## src/rtl/uart_pkg.sv

```systemverilog
// Shared constants and FSM state encodings for the uart_core block.
package uart_pkg;

    localparam int OVERSAMPLE = 16;
    localparam int MID_SAMPLE = 7;

    typedef enum logic [2:0] {
        TX_IDLE,
        TX_START,
        TX_DATA,
        TX_PARITY,
        TX_STOP
    } tx_state_e;

    typedef enum logic [2:0] {
        RX_IDLE,
        RX_START,
        RX_DATA,
        RX_PARITY,
        RX_STOP
    } rx_state_e;

endpackage

```

## src/rtl/uart_core_sync_fifo.sv

```systemverilog
// Show-ahead synchronous FIFO; pointers carry one extra wrap bit so
// occupancy is a plain subtraction.
module sync_fifo #(
    parameter int WIDTH = 8,
    parameter int DEPTH = 16
) (
    input  logic                     clk,
    input  logic                     reset_n,
    input  logic                     wr_en,
    input  logic [WIDTH-1:0]         wr_data,
    input  logic                     rd_en,
    output logic [WIDTH-1:0]         rd_data,
    output logic                     full,
    output logic                     empty,
    output logic [$clog2(DEPTH):0]   count
);

    localparam int AW = $clog2(DEPTH);
    localparam logic [AW:0] FULL_LVL = (AW + 1)'(DEPTH);
    localparam logic [AW:0] PTR_ONE  = (AW + 1)'(1);

    logic [WIDTH-1:0] mem_q [DEPTH];
    logic [AW:0]      wr_ptr_q, wr_ptr_d;
    logic [AW:0]      rd_ptr_q, rd_ptr_d;
    logic             do_wr, do_rd;

    assign count   = wr_ptr_q - rd_ptr_q;
    assign full    = (count == FULL_LVL);
    assign empty   = (count == '0);
    assign rd_data = empty ? '0 : mem_q[rd_ptr_q[AW-1:0]];

    // A pop frees the slot the same cycle, so a push alongside a pop is accepted even when full.
    always_comb begin
        do_rd    = rd_en && !empty;
        do_wr    = wr_en && (!full || do_rd);
        wr_ptr_d = do_wr ? wr_ptr_q + PTR_ONE : wr_ptr_q;
        rd_ptr_d = do_rd ? rd_ptr_q + PTR_ONE : rd_ptr_q;
    end

    always_ff @(posedge clk) begin
        if (do_wr) begin
            mem_q[wr_ptr_q[AW-1:0]] <= wr_data;
        end
    end

    always_ff @(posedge clk or negedge reset_n) begin
        if (!reset_n) begin
            wr_ptr_q <= '0;
            rd_ptr_q <= '0;
        end else begin
            wr_ptr_q <= wr_ptr_d;
            rd_ptr_q <= rd_ptr_d;
        end
    end

endmodule

```

## src/rtl/uart_core.sv

```systemverilog
// UART with runtime baud divisor, optional parity, 1/2 stop bits,
// TX/RX FIFOs, RX level threshold and sticky error flags.
module uart_core
    import uart_pkg::*;
#(
    parameter int DIV_W      = 16,
    parameter int FIFO_DEPTH = 16,
    parameter int DATA_W     = 8
) (
    input  logic                          clk,
    input  logic                          reset_n,
    input  logic [DIV_W-1:0]              baud_div,
    input  logic                          parity_en,
    input  logic                          parity_odd,
    input  logic                          stop2,
    input  logic [$clog2(FIFO_DEPTH):0]   rx_thresh,
    input  logic                          rx,
    output logic                          tx,
    input  logic                          tx_wr_en,
    input  logic [DATA_W-1:0]             tx_wr_data,
    output logic                          tx_full,
    output logic                          tx_busy,
    input  logic                          rx_rd_en,
    output logic [DATA_W-1:0]             rx_rd_data,
    output logic                          rx_empty,
    output logic [$clog2(FIFO_DEPTH):0]   rx_count,
    output logic                          rx_thresh_hit,
    input  logic                          err_clr,
    output logic                          err_frame,
    output logic                          err_parity,
    output logic                          err_overrun
);

    localparam int CW = $clog2(FIFO_DEPTH) + 1;
    localparam int TW = $clog2(OVERSAMPLE);
    localparam int BW = $clog2(DATA_W);
    localparam logic [TW-1:0] LAST_TICK = TW'(OVERSAMPLE - 1);
    localparam logic [TW-1:0] MID_TICK  = TW'(MID_SAMPLE);
    localparam logic [TW-1:0] TICK_ONE  = TW'(1);
    localparam logic [BW-1:0] LAST_BIT  = BW'(DATA_W - 1);
    localparam logic [BW-1:0] BIT_ONE   = BW'(1);

    logic [DIV_W-1:0]  baud_cnt_q, baud_cnt_d;
    logic              tick;

    tx_state_e         tx_state_q, tx_state_d;
    logic [TW-1:0]     tx_tick_q, tx_tick_d;
    logic [BW-1:0]     tx_bit_q, tx_bit_d;
    logic [DATA_W-1:0] tx_shift_q, tx_shift_d;
    logic              tx_par_bit_q, tx_par_bit_d;
    logic              tx_par_en_q, tx_par_en_d;
    logic              tx_stop2_q, tx_stop2_d;
    logic              tx_stop_cnt_q, tx_stop_cnt_d;
    logic              tx_line_q, tx_line_d;
    logic              tx_end, tx_load;

    logic              txf_rd, txf_empty;
    logic [DATA_W-1:0] txf_rd_data;
    logic [CW-1:0]     txf_count;

    logic              rx_s1_q, rx_s2_q, rx_s3_q;
    rx_state_e         rx_state_q, rx_state_d;
    logic [TW-1:0]     rx_tick_q, rx_tick_d;
    logic [BW-1:0]     rx_bit_q, rx_bit_d;
    logic [DATA_W-1:0] rx_shift_q, rx_shift_d;
    logic              rx_par_q, rx_par_d;
    logic              rx_end, rx_fall;
    logic              rxf_wr, rxf_full;

    logic              set_frame, set_parity, set_overrun;
    logic              err_frame_q, err_frame_d;
    logic              err_parity_q, err_parity_d;
    logic              err_overrun_q, err_overrun_d;

    sync_fifo #(.WIDTH(DATA_W), .DEPTH(FIFO_DEPTH)) u_tx_fifo (
        .clk     (clk),
        .reset_n (reset_n),
        .wr_en   (tx_wr_en),
        .wr_data (tx_wr_data),
        .rd_en   (txf_rd),
        .rd_data (txf_rd_data),
        .full    (tx_full),
        .empty   (txf_empty),
        .count   (txf_count)
    );

    sync_fifo #(.WIDTH(DATA_W), .DEPTH(FIFO_DEPTH)) u_rx_fifo (
        .clk     (clk),
        .reset_n (reset_n),
        .wr_en   (rxf_wr),
        .wr_data (rx_shift_q),
        .rd_en   (rx_rd_en),
        .rd_data (rx_rd_data),
        .full    (rxf_full),
        .empty   (rx_empty),
        .count   (rx_count)
    );

    assign tick          = (baud_cnt_q == '0);
    assign tx            = tx_line_q;
    assign tx_busy       = (txf_count != '0) || (tx_state_q != TX_IDLE);
    assign rx_thresh_hit = (rx_thresh != '0) && (rx_count >= rx_thresh);
    assign err_frame     = err_frame_q;
    assign err_parity    = err_parity_q;
    assign err_overrun   = err_overrun_q;

    always_comb begin
        baud_cnt_d = tick ? baud_div : baud_cnt_q - DIV_W'(1);
    end

    // The 4-bit tick counter wraps every 16 ticks, so a bit ends whenever it ticks at 15.
    always_comb begin
        tx_state_d    = tx_state_q;
        tx_tick_d     = tick ? tx_tick_q + TICK_ONE : tx_tick_q;
        tx_bit_d      = tx_bit_q;
        tx_shift_d    = tx_shift_q;
        tx_par_bit_d  = tx_par_bit_q;
        tx_par_en_d   = tx_par_en_q;
        tx_stop2_d    = tx_stop2_q;
        tx_stop_cnt_d = tx_stop_cnt_q;
        tx_line_d     = tx_line_q;
        tx_end        = tick && (tx_tick_q == LAST_TICK);
        tx_load       = 1'b0;
        txf_rd        = 1'b0;
        case (tx_state_q)
            TX_IDLE: begin
                tx_line_d = 1'b1;
                tx_tick_d = '0;
                tx_load   = !txf_empty;
            end
            TX_START: begin
                if (tx_end) begin
                    tx_state_d = TX_DATA;
                    tx_bit_d   = '0;
                    tx_line_d  = tx_shift_q[0];
                end
            end
            TX_DATA: begin
                if (tx_end) begin
                    if (tx_bit_q == LAST_BIT) begin
                        tx_state_d    = tx_par_en_q ? TX_PARITY : TX_STOP;
                        tx_line_d     = tx_par_en_q ? tx_par_bit_q : 1'b1;
                        tx_stop_cnt_d = 1'b0;
                    end else begin
                        tx_bit_d   = tx_bit_q + BIT_ONE;
                        tx_shift_d = tx_shift_q >> 1;
                        tx_line_d  = tx_shift_q[1];
                    end
                end
            end
            TX_PARITY: begin
                if (tx_end) begin
                    tx_state_d    = TX_STOP;
                    tx_line_d     = 1'b1;
                    tx_stop_cnt_d = 1'b0;
                end
            end
            TX_STOP: begin
                if (tx_end) begin
                    if (tx_stop2_q && !tx_stop_cnt_q) begin
                        tx_stop_cnt_d = 1'b1;
                    end else if (!txf_empty) begin
                        tx_load = 1'b1;
                    end else begin
                        tx_state_d = TX_IDLE;
                    end
                end
            end
            default: tx_state_d = TX_IDLE;
        endcase
        if (tx_load) begin
            txf_rd        = 1'b1;
            tx_shift_d    = txf_rd_data;
            tx_par_bit_d  = (^txf_rd_data) ^ parity_odd;
            tx_par_en_d   = parity_en;
            tx_stop2_d    = stop2;
            tx_stop_cnt_d = 1'b0;
            tx_tick_d     = '0;
            tx_line_d     = 1'b0;
            tx_state_d    = TX_START;
        end
    end

    // RX sampling is anchored at mid-start; each later sample lands 16 ticks on.
    always_comb begin
        rx_state_d  = rx_state_q;
        rx_tick_d   = tick ? rx_tick_q + TICK_ONE : rx_tick_q;
        rx_bit_d    = rx_bit_q;
        rx_shift_d  = rx_shift_q;
        rx_par_d    = rx_par_q;
        rx_fall     = rx_s3_q && !rx_s2_q;
        rx_end      = tick && (rx_tick_q == LAST_TICK);
        rxf_wr      = 1'b0;
        set_frame   = 1'b0;
        set_parity  = 1'b0;
        set_overrun = 1'b0;
        case (rx_state_q)
            RX_IDLE: begin
                rx_tick_d = '0;
                if (rx_fall) begin
                    rx_state_d = RX_START;
                end
            end
            RX_START: begin
                if (tick && (rx_tick_q == MID_TICK)) begin
                    rx_tick_d  = '0;
                    rx_bit_d   = '0;
                    rx_state_d = rx_s2_q ? RX_IDLE : RX_DATA;
                end
            end
            RX_DATA: begin
                if (rx_end) begin
                    rx_shift_d = {rx_s2_q, rx_shift_q[DATA_W-1:1]};
                    if (rx_bit_q == LAST_BIT) begin
                        rx_state_d = parity_en ? RX_PARITY : RX_STOP;
                    end else begin
                        rx_bit_d = rx_bit_q + BIT_ONE;
                    end
                end
            end
            RX_PARITY: begin
                if (rx_end) begin
                    rx_par_d   = rx_s2_q;
                    rx_state_d = RX_STOP;
                end
            end
            RX_STOP: begin
                if (rx_end) begin
                    rx_state_d = RX_IDLE;
                    if (!rx_s2_q) begin
                        set_frame = 1'b1;
                    end else if (parity_en && (((^rx_shift_q) ^ parity_odd) != rx_par_q)) begin
                        set_parity = 1'b1;
                    end else if (rxf_full && !rx_rd_en) begin
                        set_overrun = 1'b1;
                    end else begin
                        rxf_wr = 1'b1;
                    end
                end
            end
            default: rx_state_d = RX_IDLE;
        endcase
    end

    always_comb begin
        err_frame_d   = set_frame   || (err_frame_q   && !err_clr);
        err_parity_d  = set_parity  || (err_parity_q  && !err_clr);
        err_overrun_d = set_overrun || (err_overrun_q && !err_clr);
    end

    always_ff @(posedge clk or negedge reset_n) begin
        if (!reset_n) begin
            baud_cnt_q    <= '0;
            tx_state_q    <= TX_IDLE;
            tx_tick_q     <= '0;
            tx_bit_q      <= '0;
            tx_shift_q    <= '0;
            tx_par_bit_q  <= 1'b0;
            tx_par_en_q   <= 1'b0;
            tx_stop2_q    <= 1'b0;
            tx_stop_cnt_q <= 1'b0;
            tx_line_q     <= 1'b1;
            rx_s1_q       <= 1'b1;
            rx_s2_q       <= 1'b1;
            rx_s3_q       <= 1'b1;
            rx_state_q    <= RX_IDLE;
            rx_tick_q     <= '0;
            rx_bit_q      <= '0;
            rx_shift_q    <= '0;
            rx_par_q      <= 1'b0;
            err_frame_q   <= 1'b0;
            err_parity_q  <= 1'b0;
            err_overrun_q <= 1'b0;
        end else begin
            baud_cnt_q    <= baud_cnt_d;
            tx_state_q    <= tx_state_d;
            tx_tick_q     <= tx_tick_d;
            tx_bit_q      <= tx_bit_d;
            tx_shift_q    <= tx_shift_d;
            tx_par_bit_q  <= tx_par_bit_d;
            tx_par_en_q   <= tx_par_en_d;
            tx_stop2_q    <= tx_stop2_d;
            tx_stop_cnt_q <= tx_stop_cnt_d;
            tx_line_q     <= tx_line_d;
            rx_s1_q       <= rx;
            rx_s2_q       <= rx_s1_q;
            rx_s3_q       <= rx_s2_q;
            rx_state_q    <= rx_state_d;
            rx_tick_q     <= rx_tick_d;
            rx_bit_q      <= rx_bit_d;
            rx_shift_q    <= rx_shift_d;
            rx_par_q      <= rx_par_d;
            err_frame_q   <= err_frame_d;
            err_parity_q  <= err_parity_d;
            err_overrun_q <= err_overrun_d;
        end
    end

endmodule

```

## config.mk

```make
export PLATFORM = sky130hd
export DESIGN_NAME = uart_core
export DESIGN_NICKNAME = d
export VERILOG_FILES = /design/src/rtl/uart_pkg.sv /design/src/rtl/uart_core_sync_fifo.sv /design/src/rtl/uart_core.sv
export SDC_FILE = /design/constraint.sdc
export NUM_CORES = 1
export LEC_CHECK = 0
export CAP_MARGIN = 20
export CORE_ASPECT_RATIO = 0.6
export CORE_MARGIN = 1.5
export CORE_UTILIZATION = 45
export DETAILED_ROUTE_END_ITERATION = 12
export PLACE_DENSITY_LB_ADDON = 0.1
export SLEW_MARGIN = 10
export SYNTH_ARGS = -nofsm -noshare
export SYNTH_HDL_FRONTEND = slang
export SYNTH_HIERARCHICAL = 1
export SYNTH_SLANG_ARGS = --single-unit
```

## constraint.sdc

```tcl
create_clock -name clk -period 4.4 [get_ports clk]
set_clock_uncertainty 0.2 [all_clocks]
set_input_delay 0.44 -clock clk [delete_from_list [all_inputs] [get_ports clk]]
set_output_delay 0.44 -clock clk [all_outputs]
set_load 0.02 [all_outputs]
```

==> flow_summary.ini, run 1 <==
[run_status]
status = finished, final reports clean

[global_routing]
grt_first_pass_wirelength_um = 48400
grt_max_degree = 54
gr-total-overflow = 0
grt_use_met2_pct = 21.8
gr-usage-met1_pct = 33.3
grt_util_met3_pct = 4.87
track_usage_pct = 18.8
top_usage_layer = met1
antenna_found_initial = 0
grt_pass1_vias = 7789

[timing]
slew_headroom_pct = 44.1
drv_slew = 0
worst_slack_ns = 0.198
hold_viol = 0
max_freq_mhz = 238
setup-violations-final = 0
period_minus_slack_ns = 4.20
tightest_slew_ns = 0.836
fin_tns_setup_ns = 0
hold_ws_ns = 0.0602
rsz0062_at_grt = false
min_period_over_period_pct = 95.5

[layout]
drive_above_1_share_pct = 19.0
areaGrowthSynthToFinish_pct = 15.0
nets = 1116
antenna_cells = 0
post-route-util_pct = 53.1

[min_path]
hold_path_depth = 1
hold_class = input port to flip-flop

[cts]
tritoncts = yes
cts_htree_levels = 1
cts.sinks = 340
cts-root-buf = clkbuf_16
cts_buffers = 31
clk-insertion-delay-late_ns = 0.59
clockBufferDepth = 3
postCtsSetupBuffers = 0
clk_pin_slew_worst_paths_ns = 0.06

[critical_path]
critical_path_class = flip-flop to flip-flop
cp.required_ns = 4.49
crit_path_end_kind = flip-flop
crit_arrival_ns = 4.29
reg2reg_depth = 17
cp_max_fo = 12
cp-start-kind = flip-flop

[synth]
synth_xor_area_share_pct = 3.04
syn_area_mm2 = 0.0151
synth.distinct_cells = 79
synthArstFlopShare_pct = 24.7
synth_seq_cells = 340
netlist.area_leader.share_pct = 50.9
syn_area_per_cell_um2 = 15.9
synthMuxAreaShare_pct = 13.5
synth_edf_count = 256
synthSimpleGateAreaFrac_pct = 8.78
yosysTopAreaCell = edfxtp_1
synth_top_family_by_area = multiplexers
synth_compound_area_share_pct = 4.33
synthAdderAreaFrac_pct = 2.75
synthCells = 949
syn_nets = 1019
ys_seq_area_share_pct = 64.9
synth_area_leaders = edfxtp_1 51%, dfrtp_1 13%, mux4_2 8.4%, mux4_1 2.8%, ha_1 2.5%
ys.warnings.count = 6
synthFlopType = edfxtp_1

[pwr]
p_comb_share_pct = 31.8
p_int_uw = 6560
power.sequential.fraction_pct = 40.7
p_leak_uw = 0.00664
p_switching_uw = 3060
power_density_mw_per_mm2 = 554
peakVddDrop_mv = 0.300
power_frac_clock_pct = 27.5
switching_share_pct = 31.8

[placement]
dp_slack_ns = 0.130
io_buffers = 58
hpwl_um = 22000
gp_congestion = 0.815

[floorplan]
coreArea_mm2 = 0.0327
die_h_um = 145
die_w_um = 239
std_cell_rows = 51
initial_core_util_pct = 46.1
num_io_pins = 59
die_area_mm2 = 0.0347

[routing]
routed_via_density = 5.43
drc_errors = 0
first_iter_violations = 845
wl_um = 31700
ant_nets = 0
wl_per_cell_um = 20.9
firstDrtPassIters = 5
vias = 8251

[job]
maxCapViolations = 0
==> power groups by stage <==
stage	Combinational, µW	Clock, µW	Sequential [µW]
final	3060	2640	3910
after global routing	3370	2830	3940
after CTS	3080	2720	3910
after detailed placement	3070	0	3970
after global placement	3060	0	3970
after floorplan	2320	0	3910
==> flip-flops by register name (all words and copies together), names as in the netlist, 3 cells and up <==
name / cells
u_rx_fifo/mem_q: 128
tx_state_q: 3
u_tx_fifo/mem_q: 128
u_rx_fifo/wr_ptr_q: 5
rx_shift_q: 8
rx_tick_q: 4
u_rx_fifo/rd_ptr_q: 5
rx_bit_q: 3
rx_state_q: 3
tx_shift_q: 8
baud_cnt_q: 16
tx_bit_q: 3
u_tx_fifo/wr_ptr_q: 5
tx_tick_q: 4
u_tx_fifo/rd_ptr_q: 5
==> final timing paths <==
check	start	endpoint	slack, ns
min in group asynchronous	reset_n	rx_shift_q[1]$_DFFE_PN0P_	0.27
hold / removal	rx	rx_s1_q$_DFF_PN1_	0.06
max in group asynchronous	reset_n	tx$_DFFE_PN1P_	2.78
setup / recovery	u_tx_fifo/wr_ptr_q[0]$_DFFE_PN0P_	u_tx_fifo/mem_q[2][3]$_DFFE_PP_	0.20
setup reg to reg	u_tx_fifo/wr_ptr_q[0]$_DFFE_PN0P_	u_tx_fifo/mem_q[2][3]$_DFFE_PP_	0.20
hold reg to reg	rx_s1_q$_DFF_PN1_	rx_s2_q$_DFF_PN1_	0.19
==> placed cells by master, fill, tap and decap left out, types with 5 or more instances in the layout <==
cell type / instances
edfxtp_1: 256
dfrtp_1: 78
nand2_1: 65
nor2_1: 58
clkdlybuf4s50_1: 57
mux4_2: 56
buf_4: 46
inv_1: 37
xnor2_1: 35
clkbuf_16: 31
ha_1: 30
a21oi_1: 24
nand3_1: 22
mux2i_1: 19
o21ai_0: 17
mux4_1: 16
nor3_1: 15
xor2_1: 13
mux2_2: 12
and3_1: 11
clkinv_2: 11
a211oi_1: 10
nand2b_1: 10
clkinv_1: 9
nor4_1: 8
nand4_1: 7
or3_1: 7
nor2b_4: 7
o22ai_1: 6
a21o_1: 6
nand3b_1: 5
==> layout make-up <==
type,instances,area [µm²]
fill,2670,15400
clock inverter,25,210
sequential,340,9800
inverter,39,146
multi-input combinational,529,4930
tap,450,563
timing repair buffer,105,937
clock buffer,32,779
==> metal layers <==
| layer | share of wire (%) | routed length, µm |
|---|---|---|
| met3 | 8.3 | 2630 |
| met2 | 35 | 11200 |
| met1 | 55 | 17400 |
| met5 | 0 | 0 |
| met4 | 1.8 | 560 |
==> synthesized netlist by cell type (3+ instances only) <==
cell type	n
o21ai_0	17
buf_2	6
nand2b_1	10
o21ai_1	3
o31ai_1	4
and3_1	11
edfxtp_1	256
mux2i_1	19
nor2_1	60
nor2b_1	4
a211oi_1	10
o22ai_1	6
clkbuf_1	22
and2_1	3
a21oi_1	24
nand2_1	65
or3_1	7
xor2_1	13
a21o_1	6
dfstp_2	4
nor2b_4	7
mux4_1	16
nand3b_1	5
mux2_2	12
nor3_1	19
inv_1	37
nand3_1	22
mux4_2	56
buf_6	8
nor4_1	8
dfrtp_1	80
xnor2_1	35
nand4_1	7
ha_1	30
==> what timing repair did <==
| item | in CTS | in global routing |
|---|---|---|
| resized for setup | 0 | 3 |
| setup endpoints to repair | 0 | 10 |
| endpoints found under the hold margin | 50 | 0 |
| hold buffers | 1 | 0 |
==> metrics by stage <==
stage	total power, µW	std cells	cell area (µm²)
after detailed placement	7040	1462	16400
after global routing	10100	1520	17400
after global placement	7030	1462	16400
after CTS	9710	1520	17400
after floorplan	6230	949	15100
final	9620	1520	17400
==> worst max-delay path, cell delays in order (launching register included) <==
cell and delay, ns:
dfrtp_1 0.43, inv_1 0.14, ha_1 0.18, inv_1 0.05, fa_1 0.42, xnor2_2 0.17
inv_1 0.11, a211o_2 0.14, a22oi_4 0.05, or3_1 0.41, or3_4 0.37, and2b_4 0.25
inv_2 0.07, inv_1 0.07, o2111ai_4 0.19, nand3_1 0.28, nor3_2 0.17, buf_4 0.20
==> cell families (layout without fill, tap and decap cells) <==
logic type,after synthesis,after routing
compound gates,94,94
xor+xnor,50,50
fa+ha+maj,32,32
buf+inv,80,201
flops,340,340
mux,106,106
simple gates,247,247
Note: power is estimated with default switching activity, not from simulation.
==> inputs of run 2 (changes only) <==
Settings changed: CTS_CLUSTER_DIAMETER set to 200.
==> results of run 2 <==
Same layout as run 1: the final DEF is identical, and so are final timing and power.
==> inputs of run 3 (changes only) <==
Settings changed: RECOVER_POWER set to 100.
Clock period 4.4 ns to 4.9 ns, I/O delays scaled along.
==> flow_summary.ini, run 3 (same netlist as run 1, synthesis figures left out) <==
[routing]
routed_via_density = 5.44
wl_um = 32300
drt-met1-wl_um = 17200
ant_nets = 0
vias = 8236
firstDrtPassIters = 5
wl_per_cell_um = 21.3
dr.max_layer_used = met4
dr_wl_met3_um = 2670
wl_met2_um = 11900
drc_errors = 0
first_iter_violations = 789

[cts]
clk_pin_slew_worst_paths_ns = 0.06
cts_htree_levels = 2
clk-insertion-delay-late_ns = 0.55
cts.sinks = 340
clockBufferDepth = 3
tritoncts = yes
ctsResizeCount = 0
cts-root-buf = clkbuf_16
postCtsSetupBuffers = 0
cts_buffers = 34

[job]
maxCapViolations = 1

[global_routing]
grt_pass1_vias = 7768
grt_max_degree = 62
antenna_found_initial = 0
gr-total-overflow = 0
grt_first_pass_wirelength_um = 49300
track_usage_pct = 19.4

[layout]
nets = 1110
drive_above_1_share_pct = 15.1
antenna_cells = 0
mostFrequentLayoutCell = edfxtp_1
finalInstanceArea_mm2 = 0.0173
areaGrowthSynthToFinish_pct = 14.8
mostFrequentLayoutCells = 256 x edfxtp_1, 78 x dfrtp_1, 66 x nand2_1
fill_cells = 2698

[floorplan]
die_w_um = 239
die_area_mm2 = 0.0347
initial_core_util_pct = 46.1
num_io_pins = 59
std_cell_rows = 51
die_h_um = 145
coreArea_mm2 = 0.0327

[critical_path]
path_cells = inv_1 -> ha_1 -> inv_1 -> fa_1 -> nand3b_1 -> a211o_2 -> a22oi_1 -> or3_1 -> or3_4 -> and2b_4 -> inv_2 -> inv_1 -> o2111ai_4 -> nand3_1 -> nor2_1
critPathMaxStageDelay_ns = 0.63
crit_path_frequent_cell = inv_1
critical_path_class = flip-flop to flip-flop
crit_start = u_tx_fifo/wr_ptr_q[0]$_DFFE_PN0P_
reg2reg_depth = 15
cp.required_ns = 4.87
crit_path_end_kind = flip-flop
critical-path-top-delay-family = simple AND/OR/NAND/NOR gates
crit_arrival_ns = 4.42
r2r-start = u_tx_fifo/wr_ptr_q[0]$_DFFE_PN0P_
cp-start-kind = flip-flop
critPathBufInv = 4
worstReg2RegEnd = u_tx_fifo/mem_q[4][2]$_DFFE_PP_
cp_max_fo = 12
crit_path_top_delay_cell = nor2_1
r2r_setup_slack_ns = 0.45

[pwr]
switching_share_pct = 31.4
p_comb_share_pct = 29.6
p_leak_uw = 0.00660
peakVddDrop_mv = 0.289
power_density_mw_per_mm2 = 520
power_frac_clock_pct = 31.2
power.sequential.fraction_pct = 39.3
p_switching_uw = 2830
p_int_uw = 6180

[run_status]
status = complete, but fails checks
violations = capacitance limit, slew limit

[timing]
hold_viol = 0
max_freq_mhz = 225
rsz0062_at_grt = false
min_period_over_period_pct = 90.8
drv_slew = 10
fin_tns_setup_ns = 0
tightest_slew_ns = 1.95
period_minus_slack_ns = 4.45
setup-violations-final = 0
slew_headroom_pct = -31.0

[placement]
dpl_cell_area_mm2 = 0.0163
hpwl_um = 22000
io_buffers = 58
gp_congestion = 0.782

[min_path]
hold_class = flip-flop to flip-flop
min-delay-start = rx_s1_q$_DFF_PN1_
hold_path_depth = 0
min_to = rx_s2_q$_DFF_PN1_
-- run 3: changes by cell type in the layout (fill, tap and decap cells not counted), sizes merged --
cell / delta
buf: -35
dlygate4sd3: +30
bufinv: +3
clkinv: -12
clkdlybuf4s50: -30
inv: +1
clkbuf: +36
clkinvlp: +1
-- run 3: worst register-to-register path, delay by kind of cell, from the launching register on --
| kind | cells | cell delay [ns] |
|---|---|---|
| AND/OR/NAND/NOR | 6 | 2.09 |
| adder cells (fa/ha/maj) | 2 | 0.68 |
| buffers and inverters | 4 | 0.34 |
| AO/OA/AOI/OAI | 3 | 0.37 |
| flip-flops | 1 | 0.43 |
-- run 3: layout make-up --
cell class                      instances  area, µm²  area share (%)
Timing Repair Buffer                   96        771            4.45
Clock inverter                         18        293            1.69
Multi-Input combinational cell        529       4840            27.9
Sequential cell                       340       9800            56.5
Inverter                               39        146           0.845
Tap cell                              450        563            3.25
Clock buffer                           42        921            5.31
-- run 3: what timing repair did --
item,in CTS,in global routing
setup endpoints to repair,0,0
hold endpoints to repair,58,0
hold buffers,1,0
-- run 3: worst max path at each step --
| stage | endpoint | cells past startpoint | slack, ns |
|---|---|---|---|
| after floorplan | u_tx_fifo/mem_q[0][0]$_DFFE_PP_ | 17 | 0.22 |
| after global placement | u_tx_fifo/mem_q[5][6]$_DFFE_PP_ | 16 | 0.51 |
| after detailed placement | u_tx_fifo/mem_q[5][5]$_DFFE_PP_ | 16 | 0.36 |
| after CTS | u_tx_fifo/mem_q[5][5]$_DFFE_PP_ | 16 | 0.37 |
| after global routing | u_tx_fifo/mem_q[4][2]$_DFFE_PP_ | 16 | 0.09 |
| final | u_tx_fifo/mem_q[4][2]$_DFFE_PP_ | 15 | 0.45 |
-- run 3: metrics by stage --
step,setup slack [ns],total power (µW),utilization (%),hold WS [ns],cells
detailed placement,0.357,6330,49.7,0.179,1453
floorplan,0.223,5580,-,-0.00559,949
global placement,0.512,6320,49.7,0.190,1453
finish,0.453,9010,52.9,0.210,1514
global route,0.0856,9490,52.9,0.225,1514
CTS,0.373,9170,53.4,0.149,1514
-- run 3: power by group through the flow --
stage / logic, µW / clock network [µW] / registers (µW)
final: 2660 / 2810 / 3540
after global routing: 2930 / 3000 / 3570
after CTS: 2750 / 2880 / 3540
after detailed placement: 2740 / 0 / 3590
after global placement: 2730 / 0 / 3590
after floorplan: 2070 / 0 / 3510
-- run 3: routing by layer --
layer,vias to the layer above,global-route usage (%)
li1,3818,-
met1,4147,33.5
met2,232,22.6
met3,39,5.56
met4,0,4.56
met5,-,0
